`config.mk`:
```
export PLATFORM = sky130hd
export DESIGN_NAME = operand_entry_flat
export DESIGN_NICKNAME = d
export VERILOG_FILES = /design/src/rtl/operand_entry_if.sv /design/src/rtl/operand_entry.sv /design/src/flat_wrapper.sv
export SDC_FILE = /design/constraint.sdc
export NUM_CORES = 1
export LEC_CHECK = 0
export BUFFER_PORTS_ARGS = -buffer_cell sky130_fd_sc_hd__buf_2
export CAP_MARGIN = 20
export CORE_MARGIN = 2
export CORE_UTILIZATION = 49
export DETAILED_ROUTE_END_ITERATION = 8
export PLACE_DENSITY = 0.64
export SKIP_LAST_GASP = 1
export SLEW_MARGIN = 20
export SYNTH_ARGS = -nofsm -noshare
export SYNTH_HDL_FRONTEND = slang
export SYNTH_SLANG_ARGS = --single-unit
```
`constraint.sdc`:
```
create_clock -name clk -period 3.07 [get_ports clk]
set_input_delay 0.307 -clock clk [delete_from_list [all_inputs] [get_ports clk]]
set_output_delay 0.307 -clock clk [all_outputs]
set_load 0.01 [all_outputs]
```
`src/rtl/operand_entry_if.sv`:
```
// Button inputs and subtractor-facing outputs of the operand entry controller.
//   btn_inc_n, btn_next_n, btn_bin_n : raw active-low buttons (master -> slave)
//   a_val, b_val, borrow_in          : registered subtractor operands (slave -> master)
//   operands_valid                   : high while the SHOW phase is active
//   phase_led                        : one-hot phase {SHOW, ENTER_B, ENTER_A}
interface operand_entry_if;
    logic       btn_inc_n;
    logic       btn_next_n;
    logic       btn_bin_n;
    logic [3:0] a_val;
    logic [3:0] b_val;
    logic       borrow_in;
    logic       operands_valid;
    logic [2:0] phase_led;

    modport master (
        output btn_inc_n, btn_next_n, btn_bin_n,
        input  a_val, b_val, borrow_in, operands_valid, phase_led
    );

    modport slave (
        input  btn_inc_n, btn_next_n, btn_bin_n,
        output a_val, b_val, borrow_in, operands_valid, phase_led
    );
endinterface

```
`src/rtl/operand_entry.sv`:
```
// Debounces three push-buttons and walks the user through entering two 4-bit
// operands and a borrow-in bit for the board's 4-bit subtractor.
//   clk : system clock, rising edge
//   rst : synchronous reset, active-high
//   bus : operand_entry_if.slave (raw buttons in, registered operands/status out)
module operand_entry #(
    parameter int unsigned DEBOUNCE_CYCLES = 270000
) (
    input  logic              clk,
    input  logic              rst,
    operand_entry_if.slave    bus
);
    localparam int unsigned NUM_BTN = 3;
    localparam int unsigned CNT_W   = 24;
    localparam int unsigned DATA_W  = 4;
    localparam int unsigned PHASE_W = 3;
    localparam int unsigned BTN_INC  = 0;
    localparam int unsigned BTN_NEXT = 1;
    localparam int unsigned BTN_BIN  = 2;
    localparam logic [CNT_W-1:0] CNT_LAST = CNT_W'(DEBOUNCE_CYCLES - 1);

    typedef enum logic [1:0] {
        ENTER_A = 2'd0,
        ENTER_B = 2'd1,
        SHOW    = 2'd2
    } stateType;

    logic [NUM_BTN-1:0] rawN;
    logic [NUM_BTN-1:0] sync1;
    logic [NUM_BTN-1:0] sync2;
    logic [NUM_BTN-1:0] stableLvl;
    logic [NUM_BTN-1:0] stablePrev;
    logic [NUM_BTN-1:0] pressEvt;
    logic [CNT_W-1:0]   cnt [NUM_BTN];

    stateType           state, stateNext;
    logic [DATA_W-1:0]  aReg, aNext;
    logic [DATA_W-1:0]  bReg, bNext;
    logic               borReg, borNext;
    logic               validReg, validNext;
    logic [PHASE_W-1:0] ledReg, ledNext;

    assign rawN = {bus.btn_bin_n, bus.btn_next_n, bus.btn_inc_n};

    // Synchronise, debounce and edge-detect each button; all lanes are identical.
    always_ff @(posedge clk) begin
        if (rst) begin
            sync1      <= '1;
            sync2      <= '1;
            stableLvl  <= '1;
            stablePrev <= '1;
            pressEvt   <= '0;
            for (int i = 0; i < NUM_BTN; i++) begin
                cnt[i] <= '0;
            end
        end else begin
            sync1      <= rawN;
            sync2      <= sync1;
            stablePrev <= stableLvl;
            // Registered press pulse: stable level fell on the previous edge.
            pressEvt   <= stablePrev & ~stableLvl;
            for (int i = 0; i < NUM_BTN; i++) begin
                if (sync2[i] == stableLvl[i]) begin
                    cnt[i] <= '0;
                end else if (cnt[i] == CNT_LAST) begin
                    stableLvl[i] <= sync2[i];
                    cnt[i]       <= '0;
                end else begin
                    cnt[i] <= cnt[i] + CNT_W'(1);
                end
            end
        end
    end

    // Phase state and operand registers.
    always_ff @(posedge clk) begin
        if (rst) begin
            state    <= ENTER_A;
            aReg     <= '0;
            bReg     <= '0;
            borReg   <= 1'b0;
            validReg <= 1'b0;
            ledReg   <= PHASE_W'(1);
        end else begin
            state    <= stateNext;
            aReg     <= aNext;
            bReg     <= bNext;
            borReg   <= borNext;
            validReg <= validNext;
            ledReg   <= ledNext;
        end
    end

    // Next phase and operand values; next beats inc, borrow toggle uses the current phase.
    always_comb begin
        stateNext = state;
        aNext     = aReg;
        bNext     = bReg;
        borNext   = borReg;

        if (pressEvt[BTN_BIN] && (state != SHOW)) begin
            borNext = ~borReg;
        end

        unique case (state)
            ENTER_A: begin
                if (pressEvt[BTN_NEXT]) begin
                    stateNext = ENTER_B;
                end else if (pressEvt[BTN_INC]) begin
                    aNext = aReg + DATA_W'(1);
                end
            end
            ENTER_B: begin
                if (pressEvt[BTN_NEXT]) begin
                    stateNext = SHOW;
                end else if (pressEvt[BTN_INC]) begin
                    bNext = bReg + DATA_W'(1);
                end
            end
            SHOW: begin
                if (pressEvt[BTN_NEXT]) begin
                    stateNext = ENTER_A;
                    aNext     = '0;
                    bNext     = '0;
                    borNext   = 1'b0;
                end
            end
            default: begin
                stateNext = ENTER_A;
            end
        endcase

        validNext = (stateNext == SHOW);
        unique case (stateNext)
            ENTER_A: ledNext = 3'b001;
            ENTER_B: ledNext = 3'b010;
            SHOW:    ledNext = 3'b100;
            default: ledNext = 3'b001;
        endcase
    end

    assign bus.a_val          = aReg;
    assign bus.b_val          = bReg;
    assign bus.borrow_in      = borReg;
    assign bus.operands_valid = validReg;
    assign bus.phase_led      = ledReg;
endmodule

```
`src/flat_wrapper.sv`:
```
// flat-port wrapper written by rule: the top's interface ports become plain ports
module operand_entry_flat 
#(
    parameter int unsigned DEBOUNCE_CYCLES = 270000
)
  (clk, rst, bus_btn_inc_n, bus_btn_next_n, bus_btn_bin_n, bus_a_val, bus_b_val, bus_borrow_in, bus_operands_valid, bus_phase_led);
  operand_entry_if bus_i ();
  input  logic clk;
  input  logic rst;
  input wire logic [$bits(bus_i.btn_inc_n)-1:0] bus_btn_inc_n;
  input wire logic [$bits(bus_i.btn_next_n)-1:0] bus_btn_next_n;
  input wire logic [$bits(bus_i.btn_bin_n)-1:0] bus_btn_bin_n;
  output wire logic [$bits(bus_i.a_val)-1:0] bus_a_val;
  output wire logic [$bits(bus_i.b_val)-1:0] bus_b_val;
  output wire logic [$bits(bus_i.borrow_in)-1:0] bus_borrow_in;
  output wire logic [$bits(bus_i.operands_valid)-1:0] bus_operands_valid;
  output wire logic [$bits(bus_i.phase_led)-1:0] bus_phase_led;
  assign bus_i.btn_inc_n = bus_btn_inc_n;
  assign bus_i.btn_next_n = bus_btn_next_n;
  assign bus_i.btn_bin_n = bus_btn_bin_n;
  assign bus_a_val = bus_i.a_val;
  assign bus_b_val = bus_i.b_val;
  assign bus_borrow_in = bus_i.borrow_in;
  assign bus_operands_valid = bus_i.operands_valid;
  assign bus_phase_led = bus_i.phase_led;
  operand_entry #(.DEBOUNCE_CYCLES(DEBOUNCE_CYCLES)) u_core (.clk(clk), .rst(rst), .bus(bus_i));
endmodule
```
=== Yosys cells after proc, flatten, opt, wreduce, memory -nomap -nowiden ===
Memory sizes are Yosys's and may differ from the RTL's.
Index checks and enable logic that the tools add are counted.
W data, S select, Z words.

* $add $sub $neg: 5
* Equality and inequality tests: 16
* Mux-type cells: 59
* Bitwise logic cells: 15
* Reductions and logical operators: 9

{| class="wikitable"
|+ Operators by type and width
! operator !! count
|-
| $mux W24 || 9
|-
| $add A24 B1 Y24 const B || 3
|-
| $eq A24 B19 Y1 const B || 3
|-
| $mux W1 || 38
|-
| $mux W4 || 5
|-
| $pmux W4 S2 || 2
|-
| $or A1 B1 Y1 || 9
|-
| $add A4 B1 Y4 const B || 2
|-
| $reduce_and A4 Y1 || 2
|-
| $mux W2 || 3
|-
| $ne A2 B1 Y1 const B || 3
|-
| $ne A2 B2 Y1 const B || 3
|-
| $pmux W2 S3 || 1
|-
| $pmux W3 S2 || 1
|-
| $reduce_and A2 Y1 || 3
|-
| $eq A2 B1 Y1 const B || 2
|-
| $eq A2 B2 Y1 const B || 2
|-
| $not A1 Y1 || 4
|-
| $reduce_bool A2 Y1 || 2
|-
| $and A3 B3 Y3 || 1
|-
| $eq A1 B1 Y1 || 3
|-
| $not A3 Y3 || 1
|-
| $logic_not A2 Y1 || 1
|-
| $logic_and A1 B1 Y1 || 1
|}

* Register bits after elaboration: 30
* Memory bits (writable): 72
* Bits of input ports: 5
* Output and inout port bits: 13
* Logic and storage cells: 118
* Memories: 1

{| class="wikitable"
|+ Memories
! memory !! depth !! bits a word !! read ports !! clocked after memory_dff !! wr ports !! RTL line !! RTL
|-
| u_core.cnt || 3 || 24 || 3 || 0 || 3 || operand_entry.sv:34 || <nowiki>logic [CNT_W-1:0] cnt [NUM_BTN];</nowiki>
|}

=== Longest topological paths before layout ===
Gate-level depths: netlist of run 1.

* Word-level depth: 7
* Depth in mapped cells: 7
* Depth with buffers taken out: 6

=== Worst setup path before layout of run 1 ===
OpenSTA, ideal clock, no wires.

* Path type: register to register
* Start: mem u_core.cnt[2][4]
* End: mem u_core.cnt[2][10] (data pin)
* Library setup time: 257 ps
* Data arrival time: 1750 ps
* Required time: 2813 ps
* Path slack: 1063 ps
* Stages on the path, launching flop included: 7
* Path buffers: 2
* Clock period less this slack: 2007 ps
* Cells stage by stage: edfxtp_1 clkbuf_1 nor4_1 nand4_1 o21ai_1 buf_2 nor2_1

{| class="wikitable"
|+ RTL lines
! item !! RTL line
|-
| start, declared || operand_entry.sv:34
|}

==> summary.md, run 1 <==
| Metric | Value |
|---|---|
| Clk buf depth | 2 |
| Max-slew headroom | 0.6379 |
| Fin. Hold Viols | 0 |
| Overall Global Routing Usage | 0.1716 |
| Max Transition Viols Final | 0 |
| # hold bufs at CTS | 0 |
| I/O pin cnt | 18 |
| CP arrival | approximately 2.6 ns |
| Critical path type | register to register |
| Initial antenna violation count | 0 |
| Worst-path cell chain | or4_1, nor4b_2, a21o_1, buf_4, a21oi_1 |
| Power Total | 2.476 mW |
| Vias in the first global route | 3548 |
| Area growth, synth to finish | 12.62% |
| Chip height | roughly 110 um |
| Post-synthesis cell area | 5174 um^2 |
| CP required | between 3 and 4 ns |
| Final Core Density | 0.5670 |
| First-pass GRT wire length | between 15 and 20 mm |
| YS warnings | 0 |
| CTS Root Cell | clkbuf_8 |
| Ys flop type | edfxtp_1 |
| TritonRoute pass-1 iters | 5 |
| CTS H-tree lvls | 3 |
| Postcts setup bufs | 0 |
| RSZ-0062 raised after global routing | no |
| Avg Inst Size Synth | approximately 10 um^2 |
| Post-synth ARST share | 0 |
| Slowest CP cell | or4_1 |
| DR iter-0 viols | 149 |
| Distinct cells, synth | between 50 and 60 |
| Layout Cells excl Fill | 733 |
| Max-Cap Viols | 0 |
| Final setup fails | 0 |
| Placed Instances | 717 |
| Via/cell ratio | about 5.2 |
| Number of synthesized flops with an enable pin | 72 |
| Skew final | 0.007254 ns |
| Worst setup margin | 0.6467 ns |
| Mapped Cells | 509 |
| DIE WIDTH | 106.8 um |
| IO buf count | 17 |
| Min cycle time layout | 2.423 ns |
| Fmax | approximately 410 MHz |
| Area of the multi-input gates | 2522 um^2 |
| Via count | roughly 3800 |
| Routability cong. | 0.8761 |
| Worst-path clk slew | 0.11 ns |
| CTS sink cnt | 101 |
| CP Capture Type | register |
| Place WS | 0.6510 ns |
| Status | finished clean |
| Nets@finish | ~600 |
| Ratio of cells with drive above 1 in the final layout | 0.09045 |
| GRT overflow | 0 |
| Clk Latency, worst-skew pair | around 0.37 ns |
| CTS tree | yes |
| Setup_tns | 0 ns |
| Worst Hold Class | input pin to register |
| Post-synthesis register bit count | 101 |
| Drt total wl | 9.209 mm |
| Seq/Total Area, Yosys | 0.5301 |
| Worst-path maximum fanout | 12 |
| Tcrit/Tclk final | 0.7894 |
| Remaining antenna violation count | 0 |
| Crit-path max cell delay | 0.57 ns |
| Fill cell count | 956 |
| Core area | 10280 um^2 |
| Num CTS Buffers | 9 |
| Diodes inserted | 0 |
| Starting Density | 0.5034 |
| CTS resizes | 0 |
| Max VDD drop | 0.1778 mV |
| Critical Path Start Type | register |
| Pleak | around 2.1 nW |
| Power Density | 424.9 nW/um^2 |
| DP HPWL | 6.631 mm |
| Die footprint | 11400 um^2 |
| Row count | 37 |
| WL per Instance | 12.56 um |
| Worst Max-Slew Pin Slew | approximately 0.54 ns |
| Pin count of the biggest net entering global routing | 26 |
| Sequential cell area | roughly 2700 um^2 |
| # DRC | 0 |
-- worst max-delay path, delay by kind of cell (launching register included) --
family,cells,cell delay (ns)
AND/OR/NAND/NOR,2,0.94
flip-flops,1,0.50
AO/OA/AOI/OAI,2,0.48
buffers and inverters,1,0.26
-- path summary, 6_finish.rpt --
path,cells past startpoint,end,from,slack [ns]
hold reg to reg,2,u_core.pressEvt[0]$_SDFF_PP0_,u_core.stablePrev[0]$_SDFF_PP1_,0.41
hold / removal,2,u_core.sync1[2]$_SDFF_PP1_,bus_btn_bin_n,0.11
setup / recovery,5,u_core.cnt[0][22]$_SDFFCE_PN0P_,u_core.cnt[0][15]$_SDFFCE_PN0P_,0.65
setup reg to reg,5,u_core.cnt[0][22]$_SDFFCE_PN0P_,u_core.cnt[0][15]$_SDFFCE_PN0P_,0.65
-- flip-flops by register name (all words and copies together), names as in the netlist --
signal,flops
u_core.bus.phase_led,2
u_core.pressEvt,3
u_core.sync2,3
u_core.bus.b_val,4
u_core.bus.operands_valid,1
u_core.sync1,3
u_core.cnt,72
u_core.bus.borrow_in,1
u_core.stableLvl,3
u_core.stablePrev,3
u_core.state,2
u_core.bus.a_val,4
-- power breakdown --
group / total [mW] / switching, mW / internal (mW) / leakage [nW]
combinational: 0.0945 / 0.0580 / 0.0365 / 0.999
sequential: 1.55 / 0.0503 / 1.50 / 0.978
clock: 0.829 / 0.495 / 0.334 / 0.102
total: 2.48 / 0.603 / 1.87 / 2.08
-- kinds of logic (layout without fill, tap and decap cells) --
logic type / Yosys count / count (layout) / share of synthesized area
AND/OR/NAND/NOR: 232 / 232 / 0.2472
flip-flops: 101 / 101 / 0.5301
AO/OA/AOI/OAI: 74 / 74 / 0.08610
XOR/XNOR: 48 / 48 / 0.08126
buffers and inverters: 44 / 61 / 0.03386
adder cells (fa/ha/maj): 7 / 7 / 0.01693
multiplexers: 2 / 2 / 0.003870
other: 1 / 72 / 0.0007248
-- cells in the mapped netlist (3+ instances only) --
library cell / n / area share
xnor2_1: 30 / 0.051
or2_2: 11 / 0.013
xor2_1: 18 / 0.030
nor4b_1: 4 / 0.0068
or3_1: 18 / 0.022
edfxtp_1: 72 / 0.42
nor3_1: 8 / 0.0077
dfxtp_1: 29 / 0.11
and3_1: 8 / 0.0097
nor2b_1: 4 / 0.0048
clkbuf_1: 13 / 0.0094
nor4bb_1: 3 / 0.0058
or4_1: 12 / 0.017
nor2_1: 68 / 0.049
and4_1: 9 / 0.015
nor4_1: 10 / 0.012
a211oi_1: 3 / 0.0044
o31ai_1: 7 / 0.010
nand3_1: 27 / 0.026
a21oi_1: 24 / 0.023
buf_2: 5 / 0.0048
nand2_1: 20 / 0.015
o21ai_0: 22 / 0.021
inv_1: 25 / 0.018
nand4_1: 19 / 0.023
ha_1: 7 / 0.017
-- layer usage --
layer  vias to the layer above  global-route usage  routed length [um]
li1                       1962                   -                   -
met1                      1797              0.2344                4604
met2                        61              0.2721                4154
met3                        16             0.02432                 252
met4                         0             0.07699                 198
met5                         -                   0                   0
-- cells in the final DEF (no fill, tap or decap), types with 3 or more instances in the layout --
cell type   n
clkbuf_8   10
or4_1      12
xor2_1     18
a211oi_1    3
nor2_1     68
edfxtp_1   72
nand3_1    27
inv_1      25
nand4_1    19
conb_1     72
o31ai_1     7
nor4_1     10
nor4bb_1    3
or2_2      11
buf_2      17
o21ai_0    22
a21oi_1    24
and4_1      9
dfxtp_1    29
and3_1      8
xnor2_1    30
nor2b_1     4
buf_4       3
ha_1        7
nor4b_1     4
nor3_1      8
nand2_1    20
or3_1      18
-- per-stage QoR --
stage               cell area, um^2  hold slack [ns]
detailed placement             5637           0.3932
CTS                            5827          0.08746
finish                         5827           0.1078
global placement               5637           0.3941
floorplan                      5440           0.3895
global route                   5827          0.09659
-- area by class of cell --
class	count	area share
Sequential cell	101	0.4707
Timing Repair Buffer	20	0.01847
Clock buffer	10	0.02362
Tap cell	136	0.02920
Multi-Input combinational cell	435	0.4329
Clock inverter	6	0.009019
Inverter	25	0.01610
(Power assumes the default switching activity.)
==> run 2, diff against run 1 <==
- ABC_AREA: default -> 1
- PLACE_DENSITY: 0.64 -> 0.67
- clock period: 3.07 -> 2 ns (I/O delays scaled with it)
==> run 2 against run 1 <==
Register-to-register slack lost 0.40 ns; cell area grew 9.4%; clock skew grew 0.0020 ns; synthesized area grew 7.1%; critical endpoint is now u_core.cnt[1][17]$_SDFFCE_PN0P_.
==> summary.md, run 2 <==
| Metric | Value |
|---|---|
| Post-synth top area share | 0.3903 (-0.02756) |
| Final Core Density | 0.5831 (+0.01611) |
| Tcrit/Tclk final | 0.8783 (+0.08893) |
| Clk buf depth | 2 (unchanged) |
| Post-synth top cells | nand2_1, nor2_1, edfxtp_1 |
| Die footprint | 12170 um^2 (+6.8%) |
| Top cells by area, synth | edfxtp_1, nand2_1, nor2_1, dfxtp_1, inv_1 |
| GRT overflow | 0 (unchanged) |
| Cell Area, Placed | 6066 um^2 (+7.6%) |
| Placed Instances | 935 (+30%) |
| CTS tree | yes |
| DR iter-0 viols | 200 (+34%) |
| First-pass GRT wire length | 17.57 mm (+11%) |
| Distinct cells, synth | 27 (-50%) |
| # DRC | 0 (unchanged) |
| # hold bufs at CTS | 0 (unchanged) |
| Postcts setup bufs | 0 (unchanged) |
| Max Transition Viols Final | 0 (unchanged) |
| CTS resizes | 0 (unchanged) |
| Nets@finish | 818 (+35%) |
| Ratio of cells with drive above 1 in the final layout | 0.07768 (-0.01277) |
| Final setup fails | 0 (unchanged) |
| Fmax | 569.3 MHz (+38%) |
| Pin count of the biggest net entering global routing | 25 (-3.8%) |
| Seq/Total Area, Yosys | 0.4951 (-0.03497) |
| Cell accounting for the most synthesized area | edfxtp_1 |
| Setup_tns | 0 ns (unchanged) |
| WL per Instance | 11.26 um (-10%) |
| TritonRoute pass-1 iters | 6 (+1) |
| Power Density | 685.5 nW/um^2 (+61%) |
| I/O pin cnt | 18 (unchanged) |
| Drt total wl | 10.71 mm (+16%) |
| Vias in the first global route | 4054 (+14%) |
| Post-synthesis register bit count | 101 (unchanged) |
| Remaining antenna violation count | 0 (unchanged) |
| Skew final | 0.009220 ns (+0.001967 ns) |
| Worst-path clk slew | 0.07 ns (-0.04 ns) |
| Layout Cells excl Fill | 951 (+30%) |
| YS warnings | 0 (unchanged) |
| Area growth, synth to finish | 15.11% |
| DIE WIDTH | 110.3 um (+3.3%) |
| Via count | 4554 (+19%) |
| Clk Latency, worst-skew pair | 0.36 ns (about the same) |
| Status | finished clean |
| Worst-path cell chain | ha_1, nand2_1, nor2_1, nand2_1, nor2_1, nand2_1, nand2_2, buf_12, nor2_1 |
| Row count | 38 (+2.7%) |
| Largest Register | u_core.cnt |
| Avg Inst Size Synth | 7.791 um^2 (-23%) |
| Worst-path maximum fanout | 24 (+12) |
| Via/cell ratio | 4.789 (-8.5%) |
| IO buf count | 17 (unchanged) |
| Critical path type | register to register |
| Mapped Cells | 711 (+40%) |
| Overall Global Routing Usage | 0.1872 (+0.01567) |
| CP arrival | 1.87 ns (-0.68 ns) |
| Critical Path Start Type | register |
| Initial antenna violation count | 0 (unchanged) |
| Diodes inserted | 0 (unchanged) |
| Core area | 10940 um^2 (+6.4%) |
| Ys flop type | edfxtp_1 |
| CTS H-tree lvls | 3 (unchanged) |
| CP Capture Type | register |
| Pleak | 2.548 nW (+23%) |
| Fin. Hold Viols | 0 (unchanged) |
| Post-synth ARST share | 0 (unchanged) |
| Fill cell count | 1031 (+7.8%) |
| DP HPWL | 7.921 mm (+19%) |
| Final Instance Area | 6376 um^2 (+9.4%) |
| Routability cong. | 0.9411 (+7.4%) |
| Max-Cap Viols | 0 (unchanged) |
| CTS Root Cell | clkbuf_16 |
| Chip height | 110.3 um (+3.3%) |
| Crit-path max cell delay | 0.38 ns (-0.19 ns) |
| RSZ-0062 raised after global routing | no |
| Max VDD drop | 0.4902 mV (+180%) |
| Count leader, synth | nand2_1 |
| Num CTS Buffers | 9 (unchanged) |
| Starting Density | 0.5065 (+0.003113) |
| Final hold slack | 0.02074 ns (-0.08702 ns) |
| CP required | 2.11 ns (-1.08 ns) |
| Min cycle time layout | 1.757 ns (-0.6667 ns) |
| Number of synthesized flops with an enable pin | 72 (unchanged) |
| Commonest non-fill, non-tap cell in the layout | nand2_1 |
| Post-synthesis cell area | 5539 um^2 (+7.1%) |
| Number of flip-flops in the largest register | 72 (unchanged) |
| Slowest CP cell | edfxtp_1 |
| Worst Hold Class | input pin to register |
| Most frequent cells in the layout | nand2_1, nor2_1, edfxtp_1, conb_1, inv_1 |
| CTS sink cnt | 101 (unchanged) |
[run 2: cell type report]
| cell class | instances | area (um^2) | area share |
|---|---|---|---|
| sequential | 101 | 2743 | 0.4301 |
| multi-input combinational | 604 | 2736 | 0.4292 |
| clock buffer | 11 | 264.0 | 0.04140 |
| inverter | 69 | 259.0 | 0.04062 |
| tap | 140 | 175.2 | 0.02747 |
| timing repair buffer | 21 | 152.6 | 0.02394 |
| clock inverter | 5 | 46.29 | 0.007261 |
[run 2: stage by stage]
step / setup WS (ns) / total power, mW
floorplan: 0.4451 / 2.545
global placement: 0.3137 / 2.594
detailed placement: 0.2602 / 2.598
CTS: 0.2448 / 4.414
global route: 0.01976 / 4.528
finish: 0.2434 / 4.371
[run 2: final timing paths]
| check | slack [ns] | end | cells past startpoint | from |
|---|---|---|---|---|
| min | 0.02 | u_core.sync1[0]$_SDFF_PP1_ | 2 | bus_btn_inc_n |
| max reg2reg | 0.24 | u_core.cnt[1][17]$_SDFFCE_PN0P_ | 9 | u_core.cnt[1][0]$_SDFFCE_PN0P_ |
| min reg2reg | 0.40 | u_core.pressEvt[1]$_SDFF_PP0_ | 2 | u_core.stablePrev[1]$_SDFF_PP1_ |
| max | 0.24 | u_core.cnt[1][17]$_SDFFCE_PN0P_ | 9 | u_core.cnt[1][0]$_SDFFCE_PN0P_ |
[run 2: report_power, final]
group          switching, mW  internal, mW
sequential            0.0685          2.31
clock                  0.834         0.980
combinational          0.119        0.0637
total                   1.02          3.35
[run 2: metal layers]
| metal | vias up | wire [um] | GRT usage |
|---|---|---|---|
| met1 | 2076 | 5062 | 0.2318 |
| met5 | - | 0 | 0 |
| met3 | 17 | 348 | 0.04350 |
| li1 | 2381 | - | - |
| met2 | 80 | 5084 | 0.3133 |
| met4 | 0 | 211 | 0.08036 |
[run 2: critical path, delay by kind of cell (launching register included)]
kind / cells / cell delay [ns]
adders and majority gates: 1 / 0.20
DFF: 1 / 0.38
and+or+nand+nor: 7 / 0.77
buffers and inverters: 1 / 0.16
[run 2: kinds of logic (layout without fill, tap and decap cells)]
| group | count (synthesis) | count (layout) | share of synthesized area |
|---|---|---|---|
| other | 1 | 72 | 0.0006770 |
| xor gates and xnor gates | 35 | 35 | 0.05534 |
| buffers and inverters | 77 | 106 | 0.05896 |
| and+or+nand+nor | 438 | 438 | 0.3253 |
| DFF | 101 | 101 | 0.4951 |
| AOI/OAI and AO/OA | 52 | 52 | 0.04879 |
| adders and majority gates | 7 | 7 | 0.01581 |
==> run 3, diff against run 2 <==
- CORE_ASPECT_RATIO: default -> 0.75
- CORE_MARGIN: 2 -> 4
==> run 3 against run 2 <==
Sequential power about the same; worst hold slack better by 0.016 ns; maximum frequency up 2.5%; sequential cell count unchanged; register-to-register slack better by 0.04 ns; utilization down 0.32 points.
==> summary.md, run 3 (same netlist as run 2, synthesis figures left out) <==
| Metric | Value |
|---|---|
| Status | finished clean |
| Final Core Density | 0.5799 (-0.003207) |
| Overall Global Routing Usage | 0.1751 (-0.01213) |
| Min cycle time layout | 1.714 ns (-0.04282 ns) |
| Number of flip-flops in the largest register | 72 (unchanged) |
| Via/cell ratio | 4.795 (+0.13%) |
| DP HPWL | 7.997 mm (+0.97%) |
| Starting Density | 0.5043 (-0.002193) |
| Remaining antenna violation count | 0 (unchanged) |
| Worst r2r src | u_core.cnt[1][0]$_SDFFCE_PN0P_ |
| Power Total | 4.330 mW (-0.95%) |
| Worst R2R End | u_core.cnt[1][20]$_SDFFCE_PN0P_ |
| Max VDD drop | 0.4619 mV (-5.8%) |
| Postcts setup bufs | 0 (unchanged) |
| Routability cong. | 0.9096 (-3.3%) |
| Diodes inserted | 0 (unchanged) |
| Tcrit/Tclk final | 0.8569 (-0.02141) |
| RSZ-0062 raised after global routing | no |
| CP Capture Type | register |
| Pin count of the biggest net entering global routing | 25 (unchanged) |
| Commonest non-fill, non-tap cell in the layout | nand2_1 |
| # hold bufs at CTS | 0 (unchanged) |
| Largest Register | u_core.cnt |
| Layout Cells excl Fill | 951 (unchanged) |
| DR iter-0 viols | 350 (+75%) |
| Max Transition Viols Final | 0 (unchanged) |
| Slowest CP cell | edfxtp_1 |
| CTS resizes | 0 (unchanged) |
| Crit-path max cell delay | 0.37 ns (about the same) |
| # DRC | 0 (unchanged) |
| CTS tree | yes |
| TritonRoute pass-1 iters | 5 (-1) |
| Chip height | 100.1 um (-9.3%) |
| GRT overflow | 0 (unchanged) |
| Pleak | 2.542 nW (-0.23%) |
| Place WS | 0.3113 ns (+0.05109 ns) |
| Area growth, synth to finish | 14.98% |
| Core area | 10980 um^2 (+0.43%) |
| Nets@finish | 818 (unchanged) |
| Max-Cap Viols | 0 (unchanged) |
| Hold Crit Endpoint | u_core.sync1[2]$_SDFF_PP1_ |
| CP arrival | 1.81 ns (-0.06 ns) |
| Worst-path maximum fanout | 5 (-79%) |
| DIE WIDTH | 130.8 um (+19%) |
| CTS Root Cell | clkbuf_16 |
| R2R Setup Slk | 0.29 ns (+0.04 ns) |
| Setup_tns | 0 ns (unchanged) |
| CTS sink cnt | 101 (unchanged) |
| Num CTS Buffers | 9 (unchanged) |
| WL per Instance | 11.32 um (+0.57%) |
| Worst setup margin | 0.2862 ns (+0.04282 ns) |
| Min-delay src | bus_btn_bin_n |
| Clk Latency, worst-skew pair | 0.34 ns (-0.02 ns) |
| Via count | 4560 (+0.13%) |
| Final setup fails | 0 (unchanged) |
| Die footprint | 13090 um^2 (+7.5%) |
| I/O pin cnt | 18 (unchanged) |
| Worst-path cell chain | ha_1, nand2_1, nor2_2, nand3_1, nor2_1, nand2_1, nand2_1, nor2_1 |
| CP required | 2.10 ns (about the same) |
| Placed Instances | 935 (unchanged) |
| First-pass GRT wire length | 18.69 mm (+6.4%) |
| Row count | 33 (-13%) |
| CTS H-tree lvls | 3 (unchanged) |
| WHS Path Cells | 2 (unchanged) |
| Fmax | 583.5 MHz (+2.5%) |
| Reg2Reg Depth | 8 (-1) |
| Clk buf depth | 2 (unchanged) |
| Vias in the first global route | 4231 (+4.4%) |
| Worst-path clk slew | 0.07 ns (about the same) |
| Initial antenna violation count | 0 (unchanged) |
| CP most frequent cell | nand2_1 |
| Worst Hold Class | input pin to register |
| Power Density | 679.8 nW/um^2 (-0.83%) |
| IO buf count | 17 (unchanged) |
| Most frequent cells in the layout | nand2_1, nor2_1, edfxtp_1, conb_1, inv_1 |
| Skew final | 0.005465 ns (-0.003755 ns) |
| Drt total wl | 10.77 mm (+0.57%) |
| Critical Path Start Type | register |
| Fin. Hold Viols | 0 (unchanged) |
| Critical path type | register to register |
| Ratio of cells with drive above 1 in the final layout | 0.07645 (-0.001233) |
run 3: per-stage QoR:
step / hold slack, ns / area [um^2]
2_1_floorplan: 0.3038 / 5806
3_3_place_gp: 0.3853 / 6066
3_5_place_dp: 0.3943 / 6066
4_1_cts: 0.02729 / 6369
5_1_grt: 0.04213 / 6369
6_report: 0.03715 / 6369
run 3: power by group:
part	switching, mW	total (mW)	internal, mW
combinational	0.120	0.184	0.0638
sequential	0.0670	2.37	2.31
clock	0.800	1.77	0.974
total	0.986	4.33	3.34
run 3: worst max path at each step:
| stage | slack, ns | startpoint | depth (start not counted) | endpoint |
|---|---|---|---|---|
| 5_1_grt | 0.05 | u_core.cnt[2][0]$_SDFFCE_PN0P_ | 8 | u_core.cnt[2][20]$_SDFFCE_PN0P_ |
| 3_3_place_gp | 0.32 | u_core.cnt[2][0]$_SDFFCE_PN0P_ | 9 | u_core.cnt[2][4]$_SDFFCE_PN0P_ |
| 3_5_place_dp | 0.31 | u_core.cnt[1][0]$_SDFFCE_PN0P_ | 8 | u_core.cnt[1][20]$_SDFFCE_PN0P_ |
| 2_1_floorplan | 0.45 | u_core.cnt[2][0]$_SDFFCE_PN0P_ | 9 | u_core.cnt[2][9]$_SDFFCE_PN0P_ |
| 6_report | 0.29 | u_core.cnt[1][0]$_SDFFCE_PN0P_ | 8 | u_core.cnt[1][20]$_SDFFCE_PN0P_ |
| 4_1_cts | 0.29 | u_core.cnt[0][0]$_SDFFCE_PN0P_ | 9 | u_core.cnt[0][19]$_SDFFCE_PN0P_ |
run 3: final cells by class:
type                    instances  area, um^2
clock inverters                 4       35.03
flip-flops and latches        101        2743
well taps                     140       175.2
fillers                      1031        4614
repair buffers                 21       152.6
inverters                      69       259.0
multi-input cells             604        2736
clock buffers                  12       267.8
run 3: routing by layer:
layer | vias to the layer above | wire (um) | GRT usage
met3 | 16 | 432 | 0.03191
met1 | 2054 | 5477 | 0.2524
met2 | 100 | 4696 | 0.2685
met4 | 0 | 162 | 0.05613
met5 | - | 0 | 0
li1 | 2390 | - | -
run 3: worst max-delay path, delay by kind of cell, from the launching register on:
| kind | cells | cell delay (ns) |
|---|---|---|
| adder cells (fa/ha/maj) | 1 | 0.19 |
| AND/OR/NAND/NOR | 7 | 0.92 |
| flip-flops | 1 | 0.37 |
